--- src/rtl/pipeline_hazard_ctrl_if.sv ---
// Hazard controller bundle: stage control fields in,
// pipeline register enables/flushes and debug counters out.
interface pipeline_hazard_ctrl_if;
  logic [4:0]  ID_rs;
  logic [4:0]  ID_rt;
  logic        ID_uses_rs;
  logic        ID_uses_rt;
  logic        ID_Jump;
  logic        EX_MemRead;
  logic [4:0]  EX_Write_register;
  logic        EX_Branch_taken;
  logic        MEM_MemReq;
  logic        dmem_ready;
  logic        pc_write;
  logic        ifid_write;
  logic        ifid_flush;
  logic        idex_write;
  logic        idex_flush;
  logic        exmem_write;
  logic        memwb_flush;
  logic        mem_wait;
  logic        mem_timeout;
  logic [15:0] stall_cnt;
  logic [15:0] flush_cnt;

  modport slave (
    input  ID_rs, ID_rt, ID_uses_rs, ID_uses_rt, ID_Jump,
    input  EX_MemRead, EX_Write_register, EX_Branch_taken,
    input  MEM_MemReq, dmem_ready,
    output pc_write, ifid_write, ifid_flush,
    output idex_write, idex_flush, exmem_write, memwb_flush,
    output mem_wait, mem_timeout, stall_cnt, flush_cnt
  );

  modport master (
    output ID_rs, ID_rt, ID_uses_rs, ID_uses_rt, ID_Jump,
    output EX_MemRead, EX_Write_register, EX_Branch_taken,
    output MEM_MemReq, dmem_ready,
    input  pc_write, ifid_write, ifid_flush,
    input  idex_write, idex_flush, exmem_write, memwb_flush,
    input  mem_wait, mem_timeout, stall_cnt, flush_cnt
  );
endinterface

--- src/rtl/pipeline_hazard_ctrl.sv ---
// Stall/flush sequencer for the 5-stage pipeline:
// load-use, taken branch/jump, and bounded memory wait.
module pipeline_hazard_ctrl #(
  parameter int MEM_TIMEOUT = 16
) (
  input logic clk,
  input logic reset,
  pipeline_hazard_ctrl_if.slave hz
);
  localparam logic [0:0] RUN  = 1'b0;
  localparam logic [0:0] WAIT = 1'b1;
  localparam logic [7:0] TMO  = 8'(MEM_TIMEOUT);

  logic [0:0]  state;
  logic [0:0]  state_nxt;
  logic [7:0]  wait_cnt;
  logic [7:0]  wait_nxt;
  logic        load_use;
  logic        force_rel;
  logic        mem_stall;
  logic        pc_w, ifid_w, ifid_f;
  logic        idex_w, idex_f, exmem_w, memwb_f;
  logic        timeout_q;
  logic [15:0] stall_q;
  logic [15:0] flush_q;

  // Hazard detection terms
  always_comb begin
    load_use = hz.EX_MemRead
      & (hz.EX_Write_register != 5'd0)
      & ((hz.ID_uses_rs & (hz.EX_Write_register == hz.ID_rs))
       | (hz.ID_uses_rt & (hz.EX_Write_register == hz.ID_rt)));
    force_rel = (state == WAIT) & (wait_cnt == TMO);
    mem_stall = hz.MEM_MemReq & ~hz.dmem_ready & ~force_rel;
  end

  // Prioritised pipeline register controls
  always_comb begin
    pc_w    = 1'b1;
    ifid_w  = 1'b1;
    ifid_f  = 1'b0;
    idex_w  = 1'b1;
    idex_f  = 1'b0;
    exmem_w = 1'b1;
    memwb_f = 1'b0;
    if (!reset) begin
      priority case (1'b1)
        mem_stall: begin
          pc_w    = 1'b0;
          ifid_w  = 1'b0;
          idex_w  = 1'b0;
          exmem_w = 1'b0;
          memwb_f = 1'b1;
        end
        hz.EX_Branch_taken: begin
          ifid_f = 1'b1;
          idex_f = 1'b1;
        end
        load_use: begin
          pc_w   = 1'b0;
          ifid_w = 1'b0;
          idex_f = 1'b1;
        end
        hz.ID_Jump: ifid_f = 1'b1;
        default: ;
      endcase
    end
  end

  // Memory-wait FSM next state and wait counter
  always_comb begin
    state_nxt = state;
    wait_nxt  = 8'd0;
    case (state)
      RUN: begin
        if (mem_stall) begin
          state_nxt = WAIT;
          wait_nxt  = 8'd1;
        end
      end
      default: begin
        if (mem_stall) wait_nxt = wait_cnt + 8'd1;
        else           state_nxt = RUN;
      end
    endcase
  end

  // FSM, timeout flag and saturating statistics
  always_ff @(posedge clk or posedge reset) begin
    if (reset) begin
      state     <= RUN;
      wait_cnt  <= 8'd0;
      timeout_q <= 1'b0;
      stall_q   <= 16'd0;
      flush_q   <= 16'd0;
    end else begin
      state    <= state_nxt;
      wait_cnt <= wait_nxt;
      if (force_rel) timeout_q <= 1'b1;
      if (!pc_w && stall_q != 16'hFFFF)
        stall_q <= stall_q + 16'd1;
      if (ifid_f && flush_q != 16'hFFFF)
        flush_q <= flush_q + 16'd1;
    end
  end

  assign hz.pc_write    = pc_w;
  assign hz.ifid_write  = ifid_w;
  assign hz.ifid_flush  = ifid_f;
  assign hz.idex_write  = idex_w;
  assign hz.idex_flush  = idex_f;
  assign hz.exmem_write = exmem_w;
  assign hz.memwb_flush = memwb_f;
  assign hz.mem_wait    = (state == WAIT);
  assign hz.mem_timeout = timeout_q;
  assign hz.stall_cnt   = stall_q;
  assign hz.flush_cnt   = flush_q;
endmodule

--- src/flat_wrapper.sv ---
// flat-port wrapper written by rule: the top's interface ports become plain ports
module pipeline_hazard_ctrl_flat 
#(
  parameter int MEM_TIMEOUT = 16
)
  (clk, reset, hz_ID_rs, hz_ID_rt, hz_ID_uses_rs, hz_ID_uses_rt, hz_ID_Jump, hz_EX_MemRead, hz_EX_Write_register, hz_EX_Branch_taken, hz_MEM_MemReq, hz_dmem_ready, hz_pc_write, hz_ifid_write, hz_ifid_flush, hz_idex_write, hz_idex_flush, hz_exmem_write, hz_memwb_flush, hz_mem_wait, hz_mem_timeout, hz_stall_cnt, hz_flush_cnt);
  pipeline_hazard_ctrl_if hz_i ();
  input logic clk;
  input logic reset;
  input wire logic [$bits(hz_i.ID_rs)-1:0] hz_ID_rs;
  input wire logic [$bits(hz_i.ID_rt)-1:0] hz_ID_rt;
  input wire logic [$bits(hz_i.ID_uses_rs)-1:0] hz_ID_uses_rs;
  input wire logic [$bits(hz_i.ID_uses_rt)-1:0] hz_ID_uses_rt;
  input wire logic [$bits(hz_i.ID_Jump)-1:0] hz_ID_Jump;
  input wire logic [$bits(hz_i.EX_MemRead)-1:0] hz_EX_MemRead;
  input wire logic [$bits(hz_i.EX_Write_register)-1:0] hz_EX_Write_register;
  input wire logic [$bits(hz_i.EX_Branch_taken)-1:0] hz_EX_Branch_taken;
  input wire logic [$bits(hz_i.MEM_MemReq)-1:0] hz_MEM_MemReq;
  input wire logic [$bits(hz_i.dmem_ready)-1:0] hz_dmem_ready;
  output wire logic [$bits(hz_i.pc_write)-1:0] hz_pc_write;
  output wire logic [$bits(hz_i.ifid_write)-1:0] hz_ifid_write;
  output wire logic [$bits(hz_i.ifid_flush)-1:0] hz_ifid_flush;
  output wire logic [$bits(hz_i.idex_write)-1:0] hz_idex_write;
  output wire logic [$bits(hz_i.idex_flush)-1:0] hz_idex_flush;
  output wire logic [$bits(hz_i.exmem_write)-1:0] hz_exmem_write;
  output wire logic [$bits(hz_i.memwb_flush)-1:0] hz_memwb_flush;
  output wire logic [$bits(hz_i.mem_wait)-1:0] hz_mem_wait;
  output wire logic [$bits(hz_i.mem_timeout)-1:0] hz_mem_timeout;
  output wire logic [$bits(hz_i.stall_cnt)-1:0] hz_stall_cnt;
  output wire logic [$bits(hz_i.flush_cnt)-1:0] hz_flush_cnt;
  assign hz_i.ID_rs = hz_ID_rs;
  assign hz_i.ID_rt = hz_ID_rt;
  assign hz_i.ID_uses_rs = hz_ID_uses_rs;
  assign hz_i.ID_uses_rt = hz_ID_uses_rt;
  assign hz_i.ID_Jump = hz_ID_Jump;
  assign hz_i.EX_MemRead = hz_EX_MemRead;
  assign hz_i.EX_Write_register = hz_EX_Write_register;
  assign hz_i.EX_Branch_taken = hz_EX_Branch_taken;
  assign hz_i.MEM_MemReq = hz_MEM_MemReq;
  assign hz_i.dmem_ready = hz_dmem_ready;
  assign hz_pc_write = hz_i.pc_write;
  assign hz_ifid_write = hz_i.ifid_write;
  assign hz_ifid_flush = hz_i.ifid_flush;
  assign hz_idex_write = hz_i.idex_write;
  assign hz_idex_flush = hz_i.idex_flush;
  assign hz_exmem_write = hz_i.exmem_write;
  assign hz_memwb_flush = hz_i.memwb_flush;
  assign hz_mem_wait = hz_i.mem_wait;
  assign hz_mem_timeout = hz_i.mem_timeout;
  assign hz_stall_cnt = hz_i.stall_cnt;
  assign hz_flush_cnt = hz_i.flush_cnt;
  pipeline_hazard_ctrl #(.MEM_TIMEOUT(MEM_TIMEOUT)) u_core (.clk(clk), .reset(reset), .hz(hz_i));
endmodule
--- config.mk ---
export PLATFORM = sky130hd
export DESIGN_NAME = pipeline_hazard_ctrl_flat
export DESIGN_NICKNAME = d
export VERILOG_FILES = /design/src/rtl/pipeline_hazard_ctrl_if.sv /design/src/rtl/pipeline_hazard_ctrl.sv /design/src/flat_wrapper.sv
export SDC_FILE = /design/constraint.sdc
export NUM_CORES = 1
export LEC_CHECK = 0
export CORE_ASPECT_RATIO = 1.4
export CORE_UTILIZATION = 60
export DETAILED_ROUTE_END_ITERATION = 7
export DONT_BUFFER_PORTS = 1
export PLACE_DENSITY = 0.76
export SETUP_SLACK_MARGIN = 0.2
export SLEW_MARGIN = 20
export SYNTH_ARGS = -nofsm -noshare
export SYNTH_HDL_FRONTEND = slang
export SYNTH_SLANG_ARGS = --single-unit
--- constraint.sdc ---
create_clock -name clk -period 3.25 [get_ports clk]
set_input_delay 0.4875 -clock clk [delete_from_list [all_inputs] [get_ports clk]]
set_output_delay 0.4875 -clock clk [all_outputs]
set_load 0.05 [all_outputs]
# Word level (Yosys, flattened, before mapping)
# Index checks and enable logic that the tools add are counted.
totals:
  register_bits: 42
  input_bits: 24
  output_inout_bits: 41
  elab_cells: 47
classes:
  n_addsub: 3
  n_eq_ne: 5
  mux: 20
  bitwise_logic: 10
  reduce_logical: 4
ops:
  columns: ["operator", "count"]
  rows:
  - ["adder 16 x 1 -> 16 bit, second input constant", 2]
  - ["inequality test 16 bit, second input constant", 2]
  - ["two-way mux 1 bit", 18]
  - ["two-way mux 8 bit", 2]
  - ["equality test 5 bit", 2]
  - ["adder 8 x 1 -> 8 bit, second input constant", 1]
  - ["equality test 8 x 5 -> 1 bit, second input constant", 1]
  - ["AND 1 bit", 7]
  - ["nonzero test 5 bit", 1]
  - ["logical AND 1 bit", 2]
  - ["NOT 1 bit", 2]
  - ["logical NOT 1 bit", 1]
  - ["OR 1 bit", 1]

# Logic depth before layout (Yosys ltp)
depth:
  word_depth: 10
  depth_mapped: 9

# Worst setup path before layout
# OpenSTA, ideal clock, no wires.
synth_path:
  path_type: "in2out"
  start: "input port reset"
  end: "output port hz_pc_write"
  arrival_time_ns: 2.863
  required_ns: 2.762
  slack_ns: -0.100
  stages: 6
  path_buffers: 2
  path_cell_list: "inv_1 and2_1 a21o_2 buf_2 inv_1 buf_4"
synth_via:
  elab_chain_cells: 1
synth_rtl:
  columns: ["element", "line", "rtl"]
  rows:
  - ["start, declared", "flat_wrapper.sv:9", "input logic reset;"]
  - ["two-way mux 1 bit", null, null]
  - ["end, declared", "flat_wrapper.sv:20", "output wire logic [$bits(hz_i.pc_write)-1:0] hz_pc_write;"]
# No other way between the ends.

# Worst setup path after layout
layout_path:
  start: "register u_core.state, in the netlist u_core.hz.mem_wait"
  end: "output port hz_pc_write"
layout_via:
  elab_chain_cells: 5
layout_rtl:
  columns: ["element", "line", "rtl"]
  rows:
  - ["start, declared", "pipeline_hazard_ctrl.sv:14", "logic [0:0] state;"]
  - ["start signal, assigned", "pipeline_hazard_ctrl.sv:97", "state <= state_nxt;"]
  - ["AND 1 bit", "pipeline_hazard_ctrl.sv:33", "force_rel = (state == WAIT) & (wait_cnt == TMO);"]
  - ["NOT 1 bit", "pipeline_hazard_ctrl.sv:34", "mem_stall = hz.MEM_MemReq & ~hz.dmem_ready & ~force_rel;"]
  - ["AND 1 bit", "pipeline_hazard_ctrl.sv:34", null]
  - ["via u_core.mem_stall", "pipeline_hazard_ctrl.sv:20", "logic mem_stall;"]
  - ["two-way mux 1 bit (2 in a row)", null, null]
# The timed path passes the listed nets, and every way through them passes these cells.

==> summary.md <==
| Metric | Value |
|---|---|
| Status | `finished, final reports clean` |
| WL final | `4583 µm` |
| Clock Power Share | `26.5%` |
| Setup fix buffers added after clock tree synthesis | `0` |
| IR drop worst, VDD | `0.4639 mV` |
| Area grow syn2layout | `8.587%` |
| Leading area contributor after synthesis | `dfrtp_1` |
| Pre-antenna DRT Iters | `4` |
| Max-Cap Viols | `0` |
| Pwr Density | `603.5 nW/µm²` |
| Reg-to-Reg Start | `u_core.hz.flush_cnt[0]` |
| Switching share of total power | `40.12%` |
| NetSw | `0.6053 mW` |
| Fraction of layout cells with a size suffix above 1 | `13.68%` |
| # fillers | `291` |
| Starting Density | `63.19%` |
| Ports | `65` |
| Headroom to the max-slew limit | `56.43%` |
| Async SR Flop Fraction | `100.0%` |
| CP bufs+invs | `2` |
| Post-synthesis xor/xnor area fraction | `17.12%` |
| EDFF count, synth | `0` |
| Final setup vio count | `0` |
| R2R Setup Slk | `720 ps` |
| Post-Syn Nets | `251` |
| Post-Syn Area | `2302 µm²` |
| Crit-path slowest cell | `dfrtp_1` |
| Pin count of the biggest net entering global routing | `43` |
| Die height | `75.29 µm` |
| Max Buffers Root-to-Sink | `2` |
| CTS sink count | `42` |
| Synth Area in Adders | `2.174%` |
| RD Place Congestion | `0.8006` |
| Register bit total from synthesis | `42` |
| CP Max Fanout | `16` |
| Reg power frac | `60.6%` |
| TritonCTS clock tree | `built` |
| Maximum clock rate | `345.8 MHz` |
| Cells along the critical path | `and4bb_2 > a21oi_4 > and2_4 > a21o_2 > inv_1 > buf_4` |
| Most area-consuming cells after synthesis | `dfrtp_1 46%, xnor2_1 10%, xor2_1 6.8%, nand3_1 6.1%, nor2_1 3.3%` |
| Hold Vio Cnt, Final | `0` |
| Fin Setup TNS | `0 ps` |
| Reg2reg end | `u_core.hz.flush_cnt[1]` |
| Compound-cell area share of the yosys netlist | `3.424%` |
| Global route overflow | `0` |
| Layout Skew | `11.47 ps` |
| # rows | `26` |
| Unrepaired setup endpoints after global routing | `no` |
| Root Driver | `clkbuf_8` |
| Synth warn | `0` |
| CTS Buf Count | `5` |
| WL per Instance | `16.61 µm` |
| Highest-count cells in the layout ignoring fill and taps | `42 x dfrtp_1, 28 x nand3_1, 27 x xnor2_1, 20 x nor2_1, 18 x xor2_1` |
| Worst-Margin Slew | `650.7 ps` |
| Vias | `1695` |
| Simple-gate share of the synthesized area | `27.66%` |
| Clock Latency Late Sink | `290 ps` |
| Max-slew violations | `0` |
| Synth unique cells | `41` |
| Syn_area_per_cell | `10.32 µm²` |
| Width of the die | `54.35 µm` |
| First-pass GRT wire length | `7224 µm` |
| Placed Area | `2386 µm²` |
| H-tree levels | `2` |
| Static leakage | `1.084 nW` |
| Yosys top cell area share | `45.65%` |
| Die Area | `4092 µm²` |
| Combinational Power Share | `12.9%` |
| Critical path's top delay family | `simple AND/OR/NAND/NOR gates` |
| Worst path arrival time | `2400 ps` |
| Post-synthesis sequential area ratio | `45.65%` |
| Vias in the first global route | `1723` |
| Required @ worst endpoint | `2760 ps` |
| Initial antenna violation count | `0` |
| Hold/Removal Path Class | `primary input to asynchronous set/reset pin` |
| Startpoint Class | `flop` |
| Max incr delay on CP | `590 ps` |
| Period utilisation layout | `88.99%` |
| DP Wirelength | `3447 µm` |
| Commonest non-fill, non-tap cell in the layout | `dfrtp_1` |
| Shortest period the worst path allows | `2892 ps` |
| Core box area | `3643 µm²` |
| Clock-pin slew on the worst setup and hold paths | `80 ps` |
| Internal power | `0.9035 mW` |
| Worst Reg-to-Reg Cells | `6` |
| CP endpoint kind | `primary output` |
| Total routing usage reported by global routing | `24.37%` |
| Syn Inst Count | `223` |
| Vias per cell | `6.141` |
| Starting DRT DRC Count | `51` |
| Setup CP Type | `flop to primary output` |
| Largest family of logic cells by synthesized area | `simple AND/OR/NAND/NOR gates` |
| Drt drc | `0` |
| Cts hold-fix bufs | `0` |
| Layout Nets | `261` |
| Final ANT Viol Nets | `0` |
| I/O Buffers | `0` |
| Final instance area | `2500 µm²` |
| Proportion of synthesized area in mux cells | `1.467%` |
| Setup ws final | `357.7 ps` |
| Antenna Cells | `0` |
| Dpl ws | `583.0 ps` |
| Main synth FF type | `dfrtp_1` |
==> kinds of logic (layout without fill, tap and decap cells) <==
| group | count (synthesis) | count (layout) |
|---|---|---|
| adders and majority gates | 4 | 4 |
| xor gates and xnor gates | 45 | 45 |
| AOI/OAI and AO/OA | 9 | 9 |
| DFF | 42 | 42 |
| muxes | 3 | 3 |
| buffers and inverters | 11 | 22 |
| and+or+nand+nor | 109 | 109 |
==> cell usage after synthesis (2+ instances only) <==
library cell,number
dfrtp_1,42
xnor2_1,27
nand3_1,28
nand2_1,15
nor4_2,4
buf_4,2
nor3b_1,2
xor2_1,18
inv_1,6
nor3_1,4
nor2_1,20
mux2_2,3
ha_1,4
and3_1,11
or3_1,4
nand4_1,8
==> layout make-up <==
class                      instances  area (µm²)  share of cell area (%)
clock buffer                       7       76.32                   3.053
clock inverter                     1       30.03                   1.201
inverter                           6       26.28                   1.051
multi-input combinational        170        1204                   48.15
sequential                        42        1051                   42.04
tap                               42       52.55                   2.102
timing repair buffer               8       60.06                   2.402
==> state kept, by name (all words and copies together) (netlist names) <==
| name | count |
|---|---|
| u_core.hz.mem_timeout | 1 |
| u_core.hz.mem_wait | 1 |
| u_core.hz.stall_cnt | 16 |
| u_core.hz.flush_cnt | 16 |
| u_core.wait_cnt | 8 |
==> power groups by stage <==
| stage | sequential (mW) | combinational (mW) | clock [mW] |
|---|---|---|---|
| global route | 0.928 | 0.220 | 0.430 |
| detailed placement | 0.925 | 0.197 | 0 |
| floorplan | 0.900 | 0.164 | 0 |
| finish | 0.914 | 0.195 | 0.400 |
| global placement | 0.923 | 0.185 | 0 |
| CTS | 0.914 | 0.199 | 0.411 |
==> worst reg2reg max path, stage by stage, from the launching register on <==
cell	delay (ps)
dfrtp_1	720
ha_1	320
nand2_1	180
or3_1	460
o21ai_4	320
nor2_1	120
mux2_2	300
==> per-stage QoR <==
step	utilization, %	hold slack, ps	instances	total power [mW]
2_1_floorplan	-	483.2	223	1.064
3_3_place_gp	65.49	538.0	268	1.108
3_5_place_dp	65.49	540.3	268	1.122
4_1_cts	68.41	234.7	276	1.524
5_1_grt	68.61	277.0	276	1.578
6_report	68.61	225.2	276	1.509
==> metal layers <==
metal	up-vias	part of all wire, %	GRT usage, %
met5	-	0	0
met4	0	1.9	12.82
met3	9	4.3	7.585
met2	51	57	44.85
met1	846	37	23.21
li1	789	-	-
==> worst max-delay path by stage <==
stage / from / cells after the start / to
2_1_floorplan: reset / 6 / hz_pc_write
3_3_place_gp: u_core.hz.mem_wait / 6 / hz_pc_write
3_5_place_dp: u_core.hz.mem_wait / 6 / hz_pc_write
4_1_cts: u_core.hz.mem_wait / 6 / hz_pc_write
5_1_grt: u_core.hz.mem_wait / 6 / hz_ifid_write
6_report: u_core.hz.mem_wait / 6 / hz_pc_write
==> what timing repair did <==
item	CTS	global route
endpoints found under the hold margin	0	0
setup endpoints to repair	0	2
gates resized for setup	0	1
Power figures use the tool's default switching activity.
